<file path="src/rtl/pipe_hazard_fwd.sv">
// Hazard and forwarding controller for the in-order pipeline: tracks destination registers of
// every post-decode stage, raises the load-use stall and registers per-operand EX forward selects.
module pipe_hazard_fwd #(
    parameter int unsigned REG_AW = 5,
    parameter int unsigned DEPTH  = 3,
    parameter int unsigned NSRC   = 2,
    parameter int unsigned SEL_W  = $clog2(DEPTH),
    parameter int unsigned CNT_W  = 16
) (
    input  logic                     clk_i,
    input  logic                     rst_i,
    input  logic                     pipe_en_i,
    input  logic                     id_valid_i,
    input  logic [NSRC*REG_AW-1:0]   id_src_i,
    input  logic [NSRC-1:0]          id_src_used_i,
    input  logic [REG_AW-1:0]        id_rd_i,
    input  logic                     id_regwrite_i,
    input  logic                     id_memread_i,
    input  logic                     flush_i,
    output logic                     stall_o,
    output logic [NSRC*SEL_W-1:0]    ex_fwd_sel_o,
    output logic [DEPTH-1:0]         stage_valid_o,
    output logic [DEPTH*REG_AW-1:0]  stage_rd_o,
    output logic [CNT_W-1:0]         stall_cnt_o
);

    logic [DEPTH-1:0]                 valid_q, valid_d;
    logic [DEPTH-1:0]                 rw_q, rw_d;
    logic [DEPTH-1:0]                 mr_q, mr_d;
    logic [DEPTH-1:0][REG_AW-1:0]     rd_q, rd_d;
    logic [NSRC-1:0][SEL_W-1:0]       sel_q, sel_d;
    logic [CNT_W-1:0]                 cnt_q, cnt_d;

    logic [DEPTH-1:0]                 live;
    logic [NSRC-1:0][SEL_W-1:0]       sel_match;
    logic                             hazard;
    logic                             issue;

    always_comb begin
        for (int k = 0; k < DEPTH; k++) begin
            live[k] = valid_q[k] & rw_q[k] & (rd_q[k] != '0);
        end
    end

    // Only a load sitting in EX can stall; older loads are reachable by forwarding.
    always_comb begin
        hazard = 1'b0;
        for (int s = 0; s < NSRC; s++) begin
            if (id_src_used_i[s] && live[0] && mr_q[0] &&
                (rd_q[0] == id_src_i[s*REG_AW +: REG_AW])) begin
                hazard = 1'b1;
            end
        end
    end

    assign stall_o = ~flush_i & id_valid_i & hazard;
    assign issue   = id_valid_i & ~flush_i & ~stall_o;

    // Scan oldest to youngest so the youngest match overwrites; the oldest entry is excluded.
    always_comb begin
        sel_match = '0;
        for (int s = 0; s < NSRC; s++) begin
            for (int k = DEPTH - 2; k >= 0; k--) begin
                if (live[k] && (rd_q[k] == id_src_i[s*REG_AW +: REG_AW])) begin
                    sel_match[s] = SEL_W'(k + 1);
                end
            end
            if (!(issue && id_src_used_i[s])) begin
                sel_match[s] = '0;
            end
        end
    end

    always_comb begin
        valid_d = valid_q;
        rw_d    = rw_q;
        mr_d    = mr_q;
        rd_d    = rd_q;
        sel_d   = sel_q;
        cnt_d   = cnt_q;
        if (pipe_en_i) begin
            for (int k = 1; k < DEPTH; k++) begin
                valid_d[k] = valid_q[k-1];
                rw_d[k]    = rw_q[k-1];
                mr_d[k]    = mr_q[k-1];
                rd_d[k]    = rd_q[k-1];
            end
            valid_d[0] = issue;
            rw_d[0]    = issue & id_regwrite_i;
            mr_d[0]    = issue & id_memread_i;
            rd_d[0]    = issue ? id_rd_i : '0;
            sel_d      = sel_match;
            if (stall_o && (cnt_q != '1)) begin
                cnt_d = cnt_q + 1'b1;
            end
        end
    end

    always_ff @(posedge clk_i or negedge rst_i) begin
        if (!rst_i) begin
            valid_q <= '0;
            rw_q    <= '0;
            mr_q    <= '0;
            rd_q    <= '0;
            sel_q   <= '0;
            cnt_q   <= '0;
        end else begin
            valid_q <= valid_d;
            rw_q    <= rw_d;
            mr_q    <= mr_d;
            rd_q    <= rd_d;
            sel_q   <= sel_d;
            cnt_q   <= cnt_d;
        end
    end

    always_comb begin
        stage_rd_o = '0;
        for (int k = 0; k < DEPTH; k++) begin
            stage_rd_o[k*REG_AW +: REG_AW] = valid_q[k] ? rd_q[k] : '0;
        end
    end

    assign stage_valid_o = valid_q;
    assign ex_fwd_sel_o  = sel_q;
    assign stall_cnt_o   = cnt_q;

endmodule
</file>
<file path="config.mk">
export PLATFORM = sky130hd
export DESIGN_NAME = pipe_hazard_fwd
export DESIGN_NICKNAME = d
export VERILOG_FILES = /design/src/rtl/pipe_hazard_fwd.sv
export SDC_FILE = /design/constraint.sdc
export NUM_CORES = 1
export LEC_CHECK = 0
export CORE_MARGIN = 1.5
export CORE_UTILIZATION = 33
export CTS_CLUSTER_DIAMETER = 30
export DETAILED_ROUTE_END_ITERATION = 12
export GPL_TIMING_DRIVEN = 0
export PLACE_DENSITY = 0.59
export SETUP_SLACK_MARGIN = 0.1
export SYNTH_ARGS = -nofsm -noshare
export SYNTH_HDL_FRONTEND = slang
export SYNTH_SLANG_ARGS = --single-unit
</file>
<file path="constraint.sdc">
create_clock -name clk_i -period 3.4 [get_ports clk_i]
set_input_delay 0.85 -clock clk_i [delete_from_list [all_inputs] [get_ports clk_i]]
set_output_delay 0.85 -clock clk_i [all_outputs]
set_load 0.05 [all_outputs]
</file>
==> impl_metrics.json, run 1 <==
{
  "drc": 0,
  "cp_common_cell": "buf_6",
  "viasPerCell": 4.91,
  "status": "finished clean",
  "fillers": 614,
  "start_util_pct": 33.8,
  "finalHoldViolations": 0,
  "hold_buffers": 0,
  "max_cap_violations": 0,
  "ioPinCount": 63,
  "swShare_pct": 26.0,
  "worstSetupPathType": "input port to primary output",
  "combPwrFrac_pct": 14.7,
  "ys_types": 35,
  "fin_util_pct": 47.4,
  "slew_viol_final": 0,
  "start_kind": "input port",
  "hpwl_mm": 3.71,
  "clockRootBuffer": "clkbuf_8",
  "synth_cells": 190,
  "rsz0062_at_grt": "false",
  "p_int_uw": 795,
  "p_total_uw": 1070,
  "drt_iter0_markers": 65,
  "netlist_area_um2": 2120,
  "ant_nets": 0,
  "p_clk_share_pct": 35.5,
  "required_ns": 2.55,
  "fin_crit_ns": 3.23,
  "first_global_vias": 1715,
  "ys_seq_area_share_pct": 48.3,
  "io_buffer_count": 61,
  "multi_input_area_um2": 1050,
  "finalWirelength_mm": 5.13,
  "cts_tree": "built",
  "power.switching_uw": 279,
  "yosysMostFrequentCell": "dfrtp_1",
  "htreeDepth": 2,
  "yosys_warnings": 0,
  "setup_viol": 0,
  "ir_worst_vdd_mv": 0.244,
  "design.core.area_um2": 6280,
  "avgSynthCellArea_um2": 11.2,
  "yosys-top-cells-area": "dfrtp_1, xor2_1, mux2_2, xnor2_1, and2_1",
  "syn_nets": 215,
  "critPathSlowestCell": "nor4_2",
  "synth_flop_cell": "dfrtp_1",
  "fp.dieW_um": 83.2,
  "via_count": 1669,
  "grt_max_degree": 34,
  "fin_tns_setup_ns": 0,
  "cts_buffers": 5,
  "antenna_cells": 0,
  "synth_edf_count": 0,
  "grt-ovfl-total": 0,
  "regArea_um2": 1030,
  "fin_crit_sh_pct": 95.1,
  "rows": 29,
  "worstPathMaxFanout": 2,
  "critPathArrivalTime_ns": 2.38,
  "slew-limit-headroom_pct": 63.8,
  "synthArstFlopShare_pct": 100,
  "path_cells": "dlygate4sd2_1, xor2_1, nor4_2, and3_4, o21ai_4, buf_6, nor3b_2, buf_6",
  "clock_path_buffers": 2,
  "gp_congestion": 0.814,
  "synth_top_area_cell": "dfrtp_1",
  "synth_top_area_share_pct": 48.3,
  "die_y_um": 83.2,
  "dr.pass1.iters": 4,
  "worst_slew_pin_slew_ns": 0.543,
  "max_freq_mhz": 309,
  "drive_above_1_share_pct": 15.2,
  "hp-class": "input port to async pin",
  "wl_per_cell_um": 15.1,
  "sequentialPowerShare_pct": 49.7,
  "synth-seq-cells": 41,
  "crit_buf_inv": 3,
  "die_area_um2": 6920,
  "antenna_found_initial": 0,
  "clkLatencyLatePin_ns": 0.29,
  "finalNetCount": 288,
  "area_growth_pct": 40.3,
  "grtUsageTotal_pct": 15.6,
  "clock_sinks": 41,
  "endpoint_kind": "primary output",
  "grt_pass1_wl_mm": 8.59,
  "power.density_nw_per_um2": 361,
  "crit_family": "simple AND/OR/NAND/NOR gates",
  "crit_path_max_incr_delay_ns": 0.31,
  "clkTransAtPathRegs_ns": 0.08,
  "p_leak_uw": 0.00135,
  "final.setup_skew_ns": 0.00197,
  "synth_common_cells": "dfrtp_1, xor2_1, and2_1"
}
==> flip-flops by register name, indices dropped and copies added (netlist names) <==
name / cells
stall_cnt_o: 16
rd_q: 15
ex_fwd_sel_o: 4
stage_valid_o: 3
rw_q: 2
mr_q: 1
==> final timing paths <==
kind | start | endpoint | slack [ns] | cells past startpoint
worst max-delay path | id_src_i[7] | stall_o | 0.17 | 8
worst min-delay path | rst_i | stall_cnt_o[10] | 0.41 | 1
worst max register to register | rd_q[1] | stall_cnt_o[1] | 1.10 | 7
worst min register to register | ex_fwd_sel_o[3] | ex_fwd_sel_o[3] | 0.50 | 1
max in group asynchronous | rst_i | rw_q[0] | 2.55 | 2
min in group clk_i | ex_fwd_sel_o[3] | ex_fwd_sel_o[3] | 0.50 | 1
==> area by class of cell <==
class / instances / area share, %
tap: 77 / 3.24
multi-input combinational: 138 / 35.4
clock buffer: 5 / 2.31
timing repair buffer: 66 / 21.6
buffer: 6 / 1.13
inverter: 5 / 0.630
clock inverter: 2 / 1.18
sequential: 41 / 34.5
==> layer usage <==
layer / share of wire [%] / GRT usage, % / up-vias / wire (um)
li1: - / - / 805 / -
met1: 48 / 21.6 / 807 / 2460
met2: 45 / 24.2 / 50 / 2300
met3: 5.9 / 3.78 / 7 / 301
met4: 1.3 / 4.70 / 0 / 66
met5: 0 / 0 / - / 0
==> power by group through the flow <==
stage	sequential, uW	combinational (uW)	clock, uW
2_1_floorplan	548	80.0	0
3_3_place_gp	544	160	0
3_5_place_dp	545	163	0
4_1_cts	535	161	394
5_1_grt	539	171	414
6_report	535	158	382
==> what timing repair did <==
| item | 4_1_cts | 5_1_grt |
|---|---|---|
| gates resized for setup | 19 | 0 |
| setup endpoints to repair | 1 | 1 |
| pin swaps | 5 | 2 |
| setup buffers | 4 | 0 |
==> cell families (layout without fill, tap and decap cells) <==
logic type | Yosys count | in the layout | share of synthesized area, %
AO/OA/AOI/OAI | 16 | 16 | 6.96
XOR/XNOR | 35 | 35 | 14.4
adder cells (fa/ha/maj) | 1 | 1 | 0.590
buffers and inverters | 11 | 84 | 2.48
flip-flops | 41 | 41 | 48.3
multiplexers | 14 | 14 | 7.61
AND/OR/NAND/NOR | 72 | 72 | 19.6
==> stage by stage <==
step	hold WS [ns]	setup WS (ns)	instances	instance area, um^2
global placement	0.478	-0.814	328	2830
floorplan	0.473	0.126	190	2130
CTS	0.413	0.159	340	2980
finish	0.414	0.166	340	2980
detailed placement	0.477	-0.795	329	2850
global route	0.412	0.107	340	2980
==> layout by cell type, fill, tap and decap left out, types with 5 or more instances in the layout <==
master,count
clkdlybuf4s50_1,49
dfrtp_1,41
dlygate4sd2_1,10
nor3_1,12
nand2_1,11
xnor2_1,11
inv_1,5
nor4_1,5
nor2_1,6
and2_1,15
a22o_1,9
clkbuf_8,5
buf_4,5
xor2_1,24
nand3_1,6
mux2_2,13
No activity file was read; power rests on OpenSTA's default activity.
==> run 2, diff against run 1 <==
CORE_ASPECT_RATIO = 2   (was not set)
TNS_END_PERCENT = 20   (was not set)
==> run 2 against run 1 <==
- sequential cell count is the same
- global-route usage grew 2.0 points
- clock power grew 61%
- critical path depth is the same
- critical endpoint unchanged
==> impl_metrics.json, run 2 (synthesis gave the netlist of run 1 again) <==
{
  "path_cells": "dlygate4sd2_1, xnor2_1, nand4_1, and4bb_4, o21ai_4, buf_6, nor3b_2, buf_6",
  "finalHoldViolations": 0,
  "p_leak_uw": 0.00142,
  "r2r_end": "stall_cnt_o[1]",
  "ant_nets": 0,
  "combPwrFrac_pct": 12.3,
  "placed_area_um2": 2860,
  "start_util_pct": 33.9,
  "fp.dieW_um": 59.7,
  "finalWirelength_mm": 5.69,
  "via_count": 1720,
  "rsz0062_at_grt": "false",
  "fin_util_pct": 49.9,
  "die_area_um2": 6950,
  "mostFrequentLayoutCells": "clkdlybuf4s50_1, dfrtp_1, xor2_1",
  "slew_viol_final": 0,
  "worst_slew_pin_slew_ns": 0.526,
  "clkLatencyLatePin_ns": 0.29,
  "cp_common_cell": "buf_6",
  "die_y_um": 116,
  "io_buffer_count": 61,
  "setup_viol": 0,
  "wl_per_cell_um": 16.0,
  "htreeDepth": 2,
  "final.setup_skew_ns": 0.00572,
  "fin_crit_ns": 3.20,
  "critPathArrivalTime_ns": 2.35,
  "drc": 0,
  "crit_start": "id_src_i[4]",
  "critPathSlowestCell": "and4bb_4",
  "worstSetupPathType": "input port to primary output",
  "hpwl_mm": 4.15,
  "worstRegToRegCells": 7,
  "endpoint": "stall_o",
  "rrSetupSlack_ns": 1.00,
  "gp_congestion": 0.836,
  "drive_above_1_share_pct": 17.8,
  "grtUsageTotal_pct": 17.6,
  "grt-ovfl-total": 0,
  "hp-class": "flip-flop to flip-flop",
  "power.switching_uw": 311,
  "viasPerCell": 4.85,
  "ir_worst_vdd_mv": 0.250,
  "start_kind": "input port",
  "status": "finished clean",
  "grt_pass1_wl_mm": 8.93,
  "rows": 41,
  "clockRootBuffer": "clkbuf_16",
  "power.density_nw_per_um2": 421,
  "layout_commonest_cell": "clkdlybuf4s50_1",
  "regToRegStartpoint": "rd_q[2]",
  "min_path_cells": 1,
  "fin_tns_setup_ns": 0,
  "finalNetCount": 293,
  "first_global_vias": 1794,
  "design.core.area_um2": 6260,
  "clkTransAtPathRegs_ns": 0.06,
  "sequentialPowerShare_pct": 40.9,
  "p_int_uw": 1000,
  "swShare_pct": 23.7,
  "required_ns": 2.55,
  "antenna_cells": 0,
  "area_growth_pct": 47.1,
  "grt_max_degree": 26,
  "cts_tree": "built",
  "hold_buffers": 0,
  "path_depth": 8,
  "crit_path_max_incr_delay_ns": 0.37,
  "setup_slack_ns": 0.200,
  "fin_crit_sh_pct": 94.1,
  "p_clk_share_pct": 46.8,
  "cts_buffers": 5,
  "dr.pass1.iters": 4,
  "endpoint_kind": "primary output",
  "crit_buf_inv": 3,
  "worstPathMaxFanout": 2,
  "crit_family": "simple AND/OR/NAND/NOR gates",
  "antenna_found_initial": 0,
  "ioPinCount": 63,
  "post-route-cell-area_um2": 3120,
  "slew-limit-headroom_pct": 64.9,
  "max_cap_violations": 0,
  "clock_path_buffers": 2,
  "dp_slack_ns": -0.850,
  "max_freq_mhz": 313,
  "clock_sinks": 41,
  "drt_iter0_markers": 47,
  "largest_register_ff_count": 16
}
==> run 2: timing repair <==
item                       4_1_cts  5_1_grt
buffers inserted                 9        0
pin swaps                        6        3
setup endpoints to repair        1        1
gates resized for setup         20        4
==> run 2: final cells by class <==
cell class                 instances  area [um^2]
clock inverter                     3         65.1
clock buffer                       5          125
sequential                        41         1030
fill                             617         3140
multi-input combinational        138         1070
tap                               86          108
buffer                             6         33.8
inverter                           5         18.8
timing repair buffer              71          679
==> run 2: stage by stage <==
step	total power, uW	hold slack (ns)	std cells
after global routing	1360	0.500	355
after detailed placement	711	0.476	338
final	1310	0.482	355
after CTS	1320	0.490	355
after global placement	708	0.471	337
after floorplan	628	0.473	190
==> run 2: worst min path at each step <==
stage	startpoint	endpoint
CTS	ex_fwd_sel_o[1]	ex_fwd_sel_o[1]
global route	ex_fwd_sel_o[3]	ex_fwd_sel_o[3]
floorplan	rd_q[10]	rd_q[10]
detailed placement	ex_fwd_sel_o[1]	ex_fwd_sel_o[1]
global placement	ex_fwd_sel_o[3]	ex_fwd_sel_o[3]
finish	ex_fwd_sel_o[1]	ex_fwd_sel_o[1]
==> run 2: layer usage <==
| metal | wire length [um] | GRT usage [%] | up-vias |
|---|---|---|---|
| met5 | 0 | 0 | - |
| met2 | 3070 | 31.0 | 51 |
| li1 | - | - | 817 |
| met1 | 2120 | 18.7 | 835 |
| met4 | 260 | 10.7 | 0 |
| met3 | 232 | 2.88 | 17 |
==> run 2: power groups by stage <==
stage	combinational, uW	sequential [uW]	clock [uW]
after global placement	162	546	0
after CTS	163	537	624
after floorplan	80.0	548	0
final	161	537	615
after detailed placement	166	545	0
after global routing	174	540	644
==> run 3, diff against run 2 <==
CAP_MARGIN = 0   (was not set)
==> results of run 3 <==
No change in the layout: final DEF, timing and power equal those of run 2.
